File: config.mk
export PLATFORM = sky130hd
export DESIGN_NAME = aes_core_scheduler
export DESIGN_NICKNAME = d
export VERILOG_FILES = /design/src/rtl/aes_core_scheduler.sv
export SDC_FILE = /design/constraint.sdc
export NUM_CORES = 1
export LEC_CHECK = 0
export ABC_AREA = 1
export BUFFER_PORTS_ARGS = -buffer_cell sky130_fd_sc_hd__buf_2
export CORE_AREA = 2 2 73 75
export DETAILED_ROUTE_END_ITERATION = 8
export DIE_AREA = 0 0 75 77
export PLACE_DENSITY_LB_ADDON = 0.08
export SYNTH_ARGS = -nofsm -noshare
export SYNTH_HDL_FRONTEND = slang
export SYNTH_SLANG_ARGS = --single-unit
File: constraint.sdc
create_clock -name clk -period 5.1 [get_ports clk]
set_input_delay 0.255 -clock clk [delete_from_list [all_inputs] [get_ports clk]]
set_output_delay 0.255 -clock clk [all_outputs]
set_load 0.005 [all_outputs]
File: src/rtl/aes_core_scheduler.sv
// Round-robin scheduler that time-shares one masked AES core among NUM_REQ requesters,
// with a RUN watchdog and a forced PRNG reseed after every RESEED_EVERY completed jobs.
module aes_core_scheduler #(
    parameter int NUM_REQ      = 4,
    parameter int CORE_TIMEOUT = 255,
    parameter int RESEED_EVERY = 16,
    localparam int IDW = (NUM_REQ > 1) ? $clog2(NUM_REQ) : 1,
    localparam int RCW = $clog2(CORE_TIMEOUT + 1)
) (
    input  logic               clk,
    input  logic               rst,
    input  logic [NUM_REQ-1:0] req_valid,
    output logic [NUM_REQ-1:0] req_ready,
    output logic [IDW-1:0]     grant_id,
    output logic               core_load,
    output logic               core_rst,
    input  logic               core_done,
    output logic [NUM_REQ-1:0] resp_valid,
    input  logic [NUM_REQ-1:0] resp_ready,
    output logic               prng_reseed,
    input  logic               prng_ready,
    output logic [15:0]        jobs_done,
    output logic               timeout_err
);

    typedef enum logic [2:0] {
        IDLE   = 3'd0,
        LOAD   = 3'd1,
        RUN    = 3'd2,
        RESP   = 3'd3,
        RESEED = 3'd4,
        ERROR  = 3'd5
    } state_t;

    state_t             state_q, state_d;
    logic [IDW-1:0]     rr_ptr_q, rr_ptr_d;
    logic [IDW-1:0]     grant_q, grant_d;
    logic [RCW-1:0]     run_cnt_q, run_cnt_d;
    logic [7:0]         reseed_cnt_q, reseed_cnt_d;
    logic [15:0]        jobs_q, jobs_d;
    logic               core_load_q, core_load_d;
    logic               core_rst_q, core_rst_d;
    logic [NUM_REQ-1:0] resp_valid_q, resp_valid_d;
    logic               prng_reseed_q, prng_reseed_d;
    logic               timeout_err_q, timeout_err_d;

    logic               reseed_due;
    logic               win_found;
    logic [IDW-1:0]     win;
    logic [IDW:0]       idx;

    assign reseed_due = (reseed_cnt_q == 8'(RESEED_EVERY));

    // Round-robin pick: first asserted request scanning upward from rr_ptr, wrapping.
    always_comb begin
        win       = rr_ptr_q;
        win_found = 1'b0;
        idx       = '0;
        for (int i = 0; i < NUM_REQ; i++) begin
            idx = {1'b0, rr_ptr_q} + (IDW+1)'(i);
            if (idx >= (IDW+1)'(NUM_REQ)) idx = idx - (IDW+1)'(NUM_REQ);
            if (!win_found && req_valid[idx[IDW-1:0]]) begin
                win_found = 1'b1;
                win       = idx[IDW-1:0];
            end
        end
    end

    always_comb begin
        state_d      = state_q;
        rr_ptr_d     = rr_ptr_q;
        grant_d      = grant_q;
        run_cnt_d    = run_cnt_q;
        reseed_cnt_d = reseed_cnt_q;
        jobs_d       = jobs_q;
        req_ready    = '0;

        case (state_q)
            IDLE: begin
                if (reseed_due) begin
                    state_d = RESEED;
                end else if (win_found) begin
                    req_ready[win] = 1'b1;
                    grant_d        = win;
                    rr_ptr_d       = (win == IDW'(NUM_REQ - 1)) ? '0 : win + 1'b1;
                    state_d        = LOAD;
                end
            end
            LOAD: begin
                run_cnt_d = '0;
                state_d   = RUN;
            end
            RUN: begin
                run_cnt_d = run_cnt_q + 1'b1;
                // A done arriving on the last allowed cycle still counts as success.
                if (core_done) state_d = RESP;
                else if (run_cnt_q == RCW'(CORE_TIMEOUT - 1)) state_d = ERROR;
            end
            RESP: begin
                if (resp_ready[grant_q]) begin
                    jobs_d       = jobs_q + 16'd1;
                    reseed_cnt_d = reseed_cnt_q + 8'd1;
                    state_d      = IDLE;
                end
            end
            RESEED: begin
                if (prng_ready) begin
                    reseed_cnt_d = '0;
                    state_d      = IDLE;
                end
            end
            ERROR: state_d = ERROR;
            default: state_d = IDLE;
        endcase

        // Outputs are registered from the next state so they line up with state_q.
        core_load_d   = (state_d == LOAD);
        core_rst_d    = (state_d != RUN);
        prng_reseed_d = (state_d == RESEED);
        timeout_err_d = timeout_err_q | (state_d == ERROR);
        resp_valid_d  = '0;
        if (state_d == RESP) resp_valid_d[grant_d] = 1'b1;
    end

    always_ff @(posedge clk) begin
        if (rst) begin
            state_q       <= IDLE;
            rr_ptr_q      <= '0;
            grant_q       <= '0;
            run_cnt_q     <= '0;
            reseed_cnt_q  <= '0;
            jobs_q        <= '0;
            core_load_q   <= 1'b0;
            core_rst_q    <= 1'b1;
            resp_valid_q  <= '0;
            prng_reseed_q <= 1'b0;
            timeout_err_q <= 1'b0;
        end else begin
            state_q       <= state_d;
            rr_ptr_q      <= rr_ptr_d;
            grant_q       <= grant_d;
            run_cnt_q     <= run_cnt_d;
            reseed_cnt_q  <= reseed_cnt_d;
            jobs_q        <= jobs_d;
            core_load_q   <= core_load_d;
            core_rst_q    <= core_rst_d;
            resp_valid_q  <= resp_valid_d;
            prng_reseed_q <= prng_reseed_d;
            timeout_err_q <= timeout_err_d;
        end
    end

    assign grant_id    = grant_q;
    assign core_load   = core_load_q;
    assign core_rst    = core_rst_q;
    assign resp_valid  = resp_valid_q;
    assign prng_reseed = prng_reseed_q;
    assign jobs_done   = jobs_q;
    assign timeout_err = timeout_err_q;

endmodule

Word-level counts from Yosys, hierarchy flattened
Cells that the tools add are included.
{"block": "word_totals", "regBits": 47, "mem_bits_ro": 0, "ram_bits": 0, "in_bits": 12, "latchBits": 0, "elab_cells": 112, "output_inout_bits": 30, "n_memories": 0}
{"block": "classes", "div_mod_pow": 0, "muxes": 44, "mul": 0, "n_lt_le_gt_ge": 13, "addsub": 11, "n_bitwise": 3, "shift": 0, "reduce_logical": 15, "n_eq_ne": 15}
{"op": "one-hot mux 8 bit (2 select lines)", "n": 2}
{"op": "two-way mux 2 bit", "n": 12}
{"op": "< comparator 2 x 3 -> 1 bit, second input constant", "n": 7}
{"op": "two-way mux 3 bit", "n": 6}
{"op": "one-hot mux 3 bit (6 select lines)", "n": 1}
{"op": "adder 16 x 1 -> 16 bit, second input constant", "n": 1}
{"op": "adder 8 x 1 -> 8 bit, second input constant", "n": 2}
{"op": "two-way mux 8 bit", "n": 2}
{"op": "== test 3 bit, second input constant", "n": 4}
{"op": "two-way mux 4 bit", "n": 3}
{"op": "two-way mux 1 bit", "n": 11}
{"op": "binary-select mux 1 bit (select 2 bit)", "n": 5}
{"op": "== test 3 x 2 -> 1 bit, second input constant", "n": 3}
{"op": ">= comparator 3 bit, second input constant", "n": 3}
{"op": "== test 8 x 5 -> 1 bit, second input constant", "n": 1}
{"op": "== test 8 bit, second input constant", "n": 1}
{"op": "subtractor 2 x 1 -> 2 bit, second input constant", "n": 4}
{"op": "adder 2 x 2 -> 3 bit, second input constant", "n": 2}
{"op": "== test 3 x 1 -> 1 bit, second input constant", "n": 2}
{"op": "AND reduction 3 bit", "n": 2}
{"op": "logical AND 1 bit", "n": 5}
{"op": "demux 1 bit (select 2 bit)", "n": 2}
{"op": ">= comparator 2 x 1 -> 1 bit, second input constant", "n": 2}
{"op": "inequality test 2 bit, second input constant", "n": 2}
{"op": "12 further kinds", "n": 16}

Depth between registers and ports, before layout
Gate-level depths: netlist of run 1.
{"block": "depth", "ltp_word": 21, "depth_mapped": 15, "ltp_nobuf": 14}

Least setup slack after synthesis of run 1
Ideal clock, no wire load.
{"block": "synth_path", "kind": "register -> register", "from": "register rr_ptr_q[0]", "to": "register rr_ptr_q[1]", "period_less_slack_ps": 1799, "setup_slack_ps": 3301, "t_required_ps": 4983, "path_buffers": 1, "stages_incl_launch_ff": 16, "arrival_time_ps": 1682, "setup_time_ps": 117, "path_cell_list": "dfxtp_1 > inv_2 > buf_6 > nand2_1 > nand2_1 > nand2_2 > nand2_4 > nor2_4 > nand3_2 > clkinv_1 > nand2_1 > nand2_1 > inv_1 > ha_1 > o21ai_1 > a21oi_1"}
{"block": "synth_via", "elab_chain_cells": 16, "word_cells_on_any_way": 41, "cone_classes": "add/sub: 8; order compare: 4; eq/ne: 1; mux: 21; reduce/logical: 7"}
{"element": "start, declared", "line_no": "36", "source": "logic [IDW-1:0] rr_ptr_q, rr_ptr_d;"}
{"element": "start signal, assigned", "line_no": "140", "source": "rr_ptr_q <= rr_ptr_d;"}
{"element": "branches (longest 16 deep; another with adder 2 x 1 -> 3 bit)"}
Several ways; the timed one is not identified. The select of a mux whose other input is x is not followed.
A chain may end at the register's enable or synchronous reset.

Final worst setup path of run 1
{"block": "layout_path", "from": "register rr_ptr_q[0]", "to": "output req_ready[3]"}
{"block": "layout_via", "elab_chain_cells": 21, "word_cells_on_any_way": 45, "cone_classes": "add/sub: 7; order compare: 6; mux: 25; reduce/logical: 7"}
{"element": "branches (longest 18 deep; another with adder 2 x 1 -> 3 bit)"}
{"element": "two-way mux 4 bit *", "line_no": "82", "source": "end else if (win_found) begin"}
{"element": "two-way mux 4 bit *", "line_no": "80", "source": "if (reseed_due) begin"}
{"element": "two-way mux 4 bit *", "line_no": "78", "source": "case (state_q)"}
{"element": "end, declared", "line_no": "13", "source": "output logic [NUM_REQ-1:0] req_ready,"}
Every way passes the cells marked *. The select of a mux whose other input is x is not followed.

==> results of run 1 <==
## layout make-up
cell class	count	area [µm²]	area share (%)
multi-input combinational	299	1450	48.2
sequential	47	941	31.2
tap	70	87.6	2.91
timing repair buffer	41	205	6.81
clock buffer	5	68.8	2.28
clock inverter	3	46.3	1.54
inverter	56	213	7.06
## report_power, final
group	switching (W)	internal, W	total (W)
Combinational	0.000347	0.000173	0.000520
Clock	0.000132	0.000148	0.000279
Sequential	0.0000349	0.000402	0.000437
Total	0.000513	0.000723	0.00124
## per-layer routing
layer / up-vias / track usage [%] / routed length [µm]
met3: 11 / 4.47 / 205
met5: - / 0 / 0
met4: 0 / 5.54 / 68
met1: 1157 / 26.3 / 2640
met2: 48 / 35.4 / 2710
li1: 1387 / - / -
## stage by stage
stage,std cells,utilization (%),setup WS (ps)
floorplan,411,-,3300
global placement,513,58.2,2850
detailed placement,513,58.2,2790
CTS,521,60.6,2460
global route,521,60.6,2160
finish,521,60.6,2480
## synth_stat cells
| master | n | area (µm²) |
|---|---|---|
| a211oi_1 | 1 | 7.51 |
| inv_4 | 1 | 6.26 |
| ha_1 | 9 | 113 |
| nand2_4 | 1 | 11.3 |
| o311ai_0 | 1 | 8.76 |
| nand2_2 | 8 | 50.1 |
| xor2_1 | 5 | 43.8 |
| clkbuf_1 | 3 | 11.3 |
| o21ai_0 | 14 | 70.1 |
| buf_4 | 3 | 22.5 |
| buf_2 | 1 | 5.00 |
| buf_6 | 2 | 22.5 |
| a31oi_1 | 2 | 12.5 |
| nand2_1 | 120 | 450 |
| nor3_4 | 1 | 16.3 |
| inv_1 | 49 | 184 |
| nand3b_1 | 1 | 7.51 |
| nor3_1 | 12 | 60.1 |
| and3_1 | 1 | 6.26 |
| nor2_4 | 1 | 11.3 |
| nand3_1 | 39 | 195 |
| xnor2_1 | 1 | 8.76 |
| nor2_1 | 38 | 143 |
| o21ai_1 | 2 | 10.0 |
| inv_2 | 5 | 18.8 |
| clkinv_1 | 1 | 3.75 |
| a21oi_1 | 32 | 160 |
| o21bai_1 | 1 | 7.51 |
| nand4_1 | 7 | 43.8 |
| dfxtp_1 | 47 | 941 |
| nand3_2 | 1 | 10.0 |
| or2_2 | 1 | 6.26 |
## how the worst min path moves through the flow
stage | from | endpoint | cells past startpoint | slack, ps
2_1_floorplan | reseed_cnt_q[7] | reseed_cnt_q[7] | 1 | 420
3_3_place_gp | reseed_cnt_q[7] | reseed_cnt_q[7] | 1 | 440
3_5_place_dp | reseed_cnt_q[7] | reseed_cnt_q[7] | 1 | 450
4_1_cts | prng_ready | reseed_cnt_q[1] | 4 | 330
5_1_grt | prng_ready | reseed_cnt_q[1] | 4 | 380
6_report | prng_ready | reseed_cnt_q[1] | 4 | 330
## logic make-up after synthesis
logic type      share of synthesized area (%)
buf+inv                                  10.3
fa+ha+maj                                4.22
compound gates                           10.4
flops                                    35.3
simple gates                             37.9
xor+xnor                                 1.97
## critical path, stage by stage (launching register included)
cell and delay [ps]:
dfxtp_1 610, inv_2 180, nand2_1 110, nand2_2 110, nand2_2 100, nand2_4 70
nor2_4 110, nand3_2 100, clkinv_1 70, nand2_1 60, nand2_1 110, inv_1 60
ha_1 170, inv_1 50, nor2_1 30, buf_2 130
## sequential cells by signal (all words and copies together) (netlist names)
register	flops
state_q	3
run_cnt_q	8
timeout_err	1
prng_reseed	1
jobs_done	16
resp_valid	4
reseed_cnt_q	8
grant_id	2
core_rst	1
rr_ptr_q	2
core_load	1
==> run summary, run 1 <==
Status: complete, no violations
Clk_lat worst skew: 300 ps
Drt pass-1 iters: 4
RSZ-0062 raised after global routing: no
Final setup violation count: 0
Pins Over Slew Limit: 0
Vias in the first global route: 2365
Clock-pin slew on the worst setup and hold paths: 100 ps
Die width: 75 µm
Worst-Margin Slew: 583 ps
Total gr overflow: 0
Critical path endpoint category: output pin
Max Freq: 382 MHz
Synth Net Count: 432
Yosys warnings: 0
Register area share after synthesis: 35.3%
Worst Setup EP: req_ready[3]
Max-Cap Viols: 0
Post_cts resized: 0
CTS hold repair buffers: 0
Worst Setup SP: rr_ptr_q[0]
CTS Buf Count: 5
#FFs+latches synth: 47
Port bufs: 41
Routed vias: 2603
Routed Antenna Nets: 0
Final setup skew: 10.3 ps
Most common cell after layout, fill and taps aside: nand2_1
Total wire length: 5620 µm
Instance count of the mapped netlist: 411
Critical Path Source Type: register
Layout cells sized above 1: 15.1%
Synth Cell Area: 2670 µm²
FF-to-FF End: rr_ptr_q[1]
Relative slew slack: 60.7%
Root Driver: clkbuf_8
FF-to-FF Start: rr_ptr_q[0]
Clock Path Buffers: 2
HP Class: in2reg
Initial antenna violation count: 0
Largest net degree at the start of global routing: 21
Critical Path RT: 4850 ps
Ports: 42
Via/cell ratio: 5.00
Drt wl/cell: 10.8 µm
N_diodes: 0
H-tree Lvls: 2
Commonest non-fill, non-tap cells in the layout: 120 x nand2_1, 49 x inv_1, 47 x dfxtp_1
DRC viols: 0
CTS tree: done
Final Instance Area: 3010 µm²
Worst-path fanout max: 14
Fin crit period: 2620 ps
Core Box Area: 4980 µm²
Total Routing Usage GR: 20.9%
P_leak: 1.45 nW
Total power: 0.00124 W
Placer Congestion: 0.850
Initial Utilization: 53.6%
Sum of negative setup slack: 0 ps
Final-report hold violation count: 0
Peak VDD IR: 271 µV
Pwr/cell area: 410 nW/µm²
First-pass GRT wire length: 9760 µm
Netlist cell types: 32
Syn avg cell area: 6.49 µm²
Post-CTS setup buffers: 0
Initial DRC count: 124
Worst Path Arrival: 2360 ps
Nets: 471
Row count: 26
Die area: 5780 µm²
WS Path Type: reg2out
Die Ht: 77 µm
Fillers: 481
DP HPWL: 4350 µm
Reg2Reg Setup Slack: 2820 ps
Min Hold Slack: 328 ps
CTS sink cnt: 47
Area grow syn2layout: 13.0%
Dpl cell area: 2900 µm²
Reg2reg path depth: 14
Fin crit share: 51.3%
Note: power is estimated with default switching activity, not from simulation.
==> run 2: changes to the inputs <==
--- a/config.mk
+++ b/config.mk
@@ -7,9 +7,9 @@
 export LEC_CHECK = 0
 export ABC_AREA = 1
 export BUFFER_PORTS_ARGS = -buffer_cell sky130_fd_sc_hd__buf_2
-export CORE_AREA = 2 2 73 75
+export CORE_AREA = 2 2 76 78
 export DETAILED_ROUTE_END_ITERATION = 8
-export DIE_AREA = 0 0 75 77
+export DIE_AREA = 0 0 78 80
 export PLACE_DENSITY_LB_ADDON = 0.08
 export SYNTH_ARGS = -nofsm -noshare
 export SYNTH_HDL_FRONTEND = slang
==> constraint.sdc (replaced) <==
create_clock -name clk -period 2.2 [get_ports clk]
set_input_delay 0.11 -clock clk [delete_from_list [all_inputs] [get_ports clk]]
set_output_delay 0.11 -clock clk [all_outputs]
set_load 0.005 [all_outputs]
==> run 2 against run 1 <==
  * Global-route usage shrank 1.1 points
  * Design area up 6.7%
  * Power increased to 2.6 times the previous value
  * Sequential share of layout area is 1.7 points lower
  * Clock skew shrank 0.90 ps
  * Critical path depth is 1 lower
  * Via count up 3.8%
  * Sequential power is 130% higher
==> run summary, run 2 (synthesis gave the netlist of run 1 again) <==
Final setup violation count: 0 (unchanged)
Commonest non-fill, non-tap cells in the layout: 104 x nand2_1, 47 x inv_1, 45 x dfxtp_1 (was 120 x nand2_1, 49 x inv_1, 47 x dfxtp_1)
HP Start: prng_ready (unchanged)
Max Freq: 455 MHz
CTS tree: done (unchanged)
Hold Path Sink: reseed_cnt_q[1] (unchanged)
Clock Path Buffers: 2 (unchanged)
Max-Cap Viols: 0 (unchanged)
Drt pass-1 iters: 4 (unchanged)
FF-to-FF End: rr_ptr_q[1] (unchanged)
P_leak: 1.53 nW (was 1.45 nW)
Worst Path Arrival: 2090 ps (was 2360 ps)
Placer Congestion: 0.858 (was 0.850)
Core Box Area: 5410 µm² (was 4980 µm²)
Peak VDD IR: 471 µV (was 271 µV)
Pins Over Slew Limit: 0 (unchanged)
Total gr overflow: 0 (unchanged)
Layout cells sized above 1: 23.2% (was 15.1%)
WS Path Type: reg2out (unchanged)
Final setup skew: 9.39 ps (was 10.3 ps)
Fin crit period: 2200 ps
Initial DRC count: 85 (was 124)
Ports: 42 (unchanged)
WHS Path Cells: 4 (unchanged)
First-pass GRT wire length: 10100 µm (was 9760 µm)
Routed vias: 2702 (was 2603)
Initial antenna violation count: 0 (unchanged)
Die Ht: 80 µm (was 77 µm)
Placed insts: 520 (was 513)
Largest net degree at the start of global routing: 20 (was 21)
Clock-pin slew on the worst setup and hold paths: 90 ps (was 100 ps)
Final-report hold violation count: 0 (unchanged)
Critical Path Source Type: register (unchanged)
Via/cell ratio: 5.06 (was 5.00)
Area grow syn2layout: 20.6% (was 13.0%)
Root Driver: clkbuf_8 (unchanged)
Critical Path RT: 2090 ps (was 4850 ps)
Clk_lat worst skew: 290 ps (was 300 ps)
Slowest stage cell on the critical path: dfxtp_4 (was dfxtp_1)
N_diodes: 0 (unchanged)
Port bufs: 41 (unchanged)
CTS Buf Count: 5 (unchanged)
Fin crit share: 99.8%
Total wire length: 6210 µm (was 5620 µm)
Cell breakdown of the critical path: buf_4 > nand2_2 > nand2_2 > nand2_2 > nand2_4 > nor2_4 > nand3_4 > nand2_2 > nand2_4 > inv_2 > ha_2 > inv_1 > nor2_1 > buf_2 (was inv_2 > nand2_1 > nand2_2 > nand2_2 > nand2_4 > nor2_4 > nand3_2 > clkinv_1 > nand2_1 > nand2_1 > inv_1 > ha_1 > inv_1 > nor2_1 > buf_2)
Pwr/cell area: 984 nW/µm² (was 410 nW/µm²)
Row count: 27 (was 26)
Most common cell after layout, fill and taps aside: nand2_1 (unchanged)
Worst-path fanout max: 6 (was 14)
Die area: 6240 µm² (was 5780 µm²)
Total Routing Usage GR: 19.8% (was 20.9%)
DP HPWL: 4430 µm (was 4350 µm)
CTS sink cnt: 47 (unchanged)
Critical path endpoint category: output pin (unchanged)
Crit path largest cell delay: 380 ps (was 610 ps)
Cell mode on critical path: nand2_2 (was nand2_1)
FF-to-FF Start: rr_ptr_q[1] (was rr_ptr_q[0])
DRC viols: 0 (unchanged)
Drt wl/cell: 11.6 µm (was 10.8 µm)
HP Class: in2reg (unchanged)
RSZ-0062 raised after global routing: yes (was no)
Max FFs per register: 16 (unchanged)
Routed Antenna Nets: 0 (unchanged)
CTS hold repair buffers: 0 (unchanged)
Min Hold Slack: 195 ps (was 328 ps)
Nets: 482 (was 471)
Initial Utilization: 49.4% (was 53.6%)
Worst-Margin Slew: 465 ps (was 583 ps)
Reg2Reg Setup Slack: 260 ps (was 2820 ps)
Vias in the first global route: 2419 (was 2365)
Status: complete, no violations (unchanged)
H-tree Lvls: 2 (unchanged)
Non-filler cells in the finished layout: 534 (was 521)
Relative slew slack: 68.6% (was 60.7%)
Die width: 78 µm (was 75 µm)
Reg2reg path depth: 13 (was 14)
[run 2: cell types whose count changed in the layout (fill, tap and decap cells not counted), sizes merged]
cell / delta
clkinv: -1
buf: +11
clkbuf: +2
bufinv: -1
[run 2: through the flow]
| step | instance area, µm² | power [W] | setup slack (ps) | TNS, ps | utilization (%) |
|---|---|---|---|---|---|
| 2_1_floorplan | 2670 | 0.00200 | 401 | 0 | - |
| 3_3_place_gp | 2940 | 0.00225 | 181 | 0 | 54.4 |
| 3_5_place_dp | 2940 | 0.00227 | 134 | 0 | 54.4 |
| 4_1_cts | 3050 | 0.00285 | 4.14 | 0 | 56.5 |
| 5_1_grt | 3220 | 0.00340 | -93.9 | -317 | 59.5 |
| 6_report | 3220 | 0.00316 | 3.60 | 0 | 59.5 |
[run 2: routing by layer]
layer	global-route usage, %	wire length [µm]	share of wire [%]	up-vias
li1	-	-	-	1414
met1	23.4	2830	45	1221
met2	36.9	3070	49	63
met3	3.28	280	4.5	4
met4	5.26	37	0.60	0
met5	0	0	0	-
[run 2: area by class of cell]
class	count	area [µm²]
sequential	47	948
timing repair buffer	52	295
tap	72	90.1
fill	542	2190
multi-input combinational	299	1560
inverter	56	220
clock buffer	7	96.3
clock inverter	1	7.51
[run 2: how the worst max path moves through the flow]
stage	start	end	slack, ps	cells after the start
floorplan	rr_ptr_q[0]	rr_ptr_q[1]	400	15
global placement	rr_ptr_q[1]	rr_ptr_q[1]	180	14
detailed placement	rr_ptr_q[0]	rr_ptr_q[1]	130	14
CTS	rr_ptr_q[0]	req_ready[3]	4	14
global route	rr_ptr_q[1]	req_ready[3]	-90	14
finish	rr_ptr_q[1]	req_ready[3]	4	14
[run 2: power by group]
group | switching, W | leakage (nW) | internal, W
Combinational | 0.00102 | 1.10 | 0.000566
Clock | 0.000282 | 0.0505 | 0.000286
Sequential | 0.0000736 | 0.382 | 0.000940
Total | 0.00137 | 1.53 | 0.00179
[run 2: timing repair]
action / 4_1_cts / 5_1_grt
pin swaps: 0 / 11
resized for setup: 5 / 37
endpoints found under the setup margin: 4 / 4
buffers inserted: 0 / 6
[run 2: critical path, delay by kind of cell (launching register included)]
kind	cells	cell delay [ps]
flops	1	380
fa+ha+maj	1	170
buf+inv	4	380
simple gates	9	870
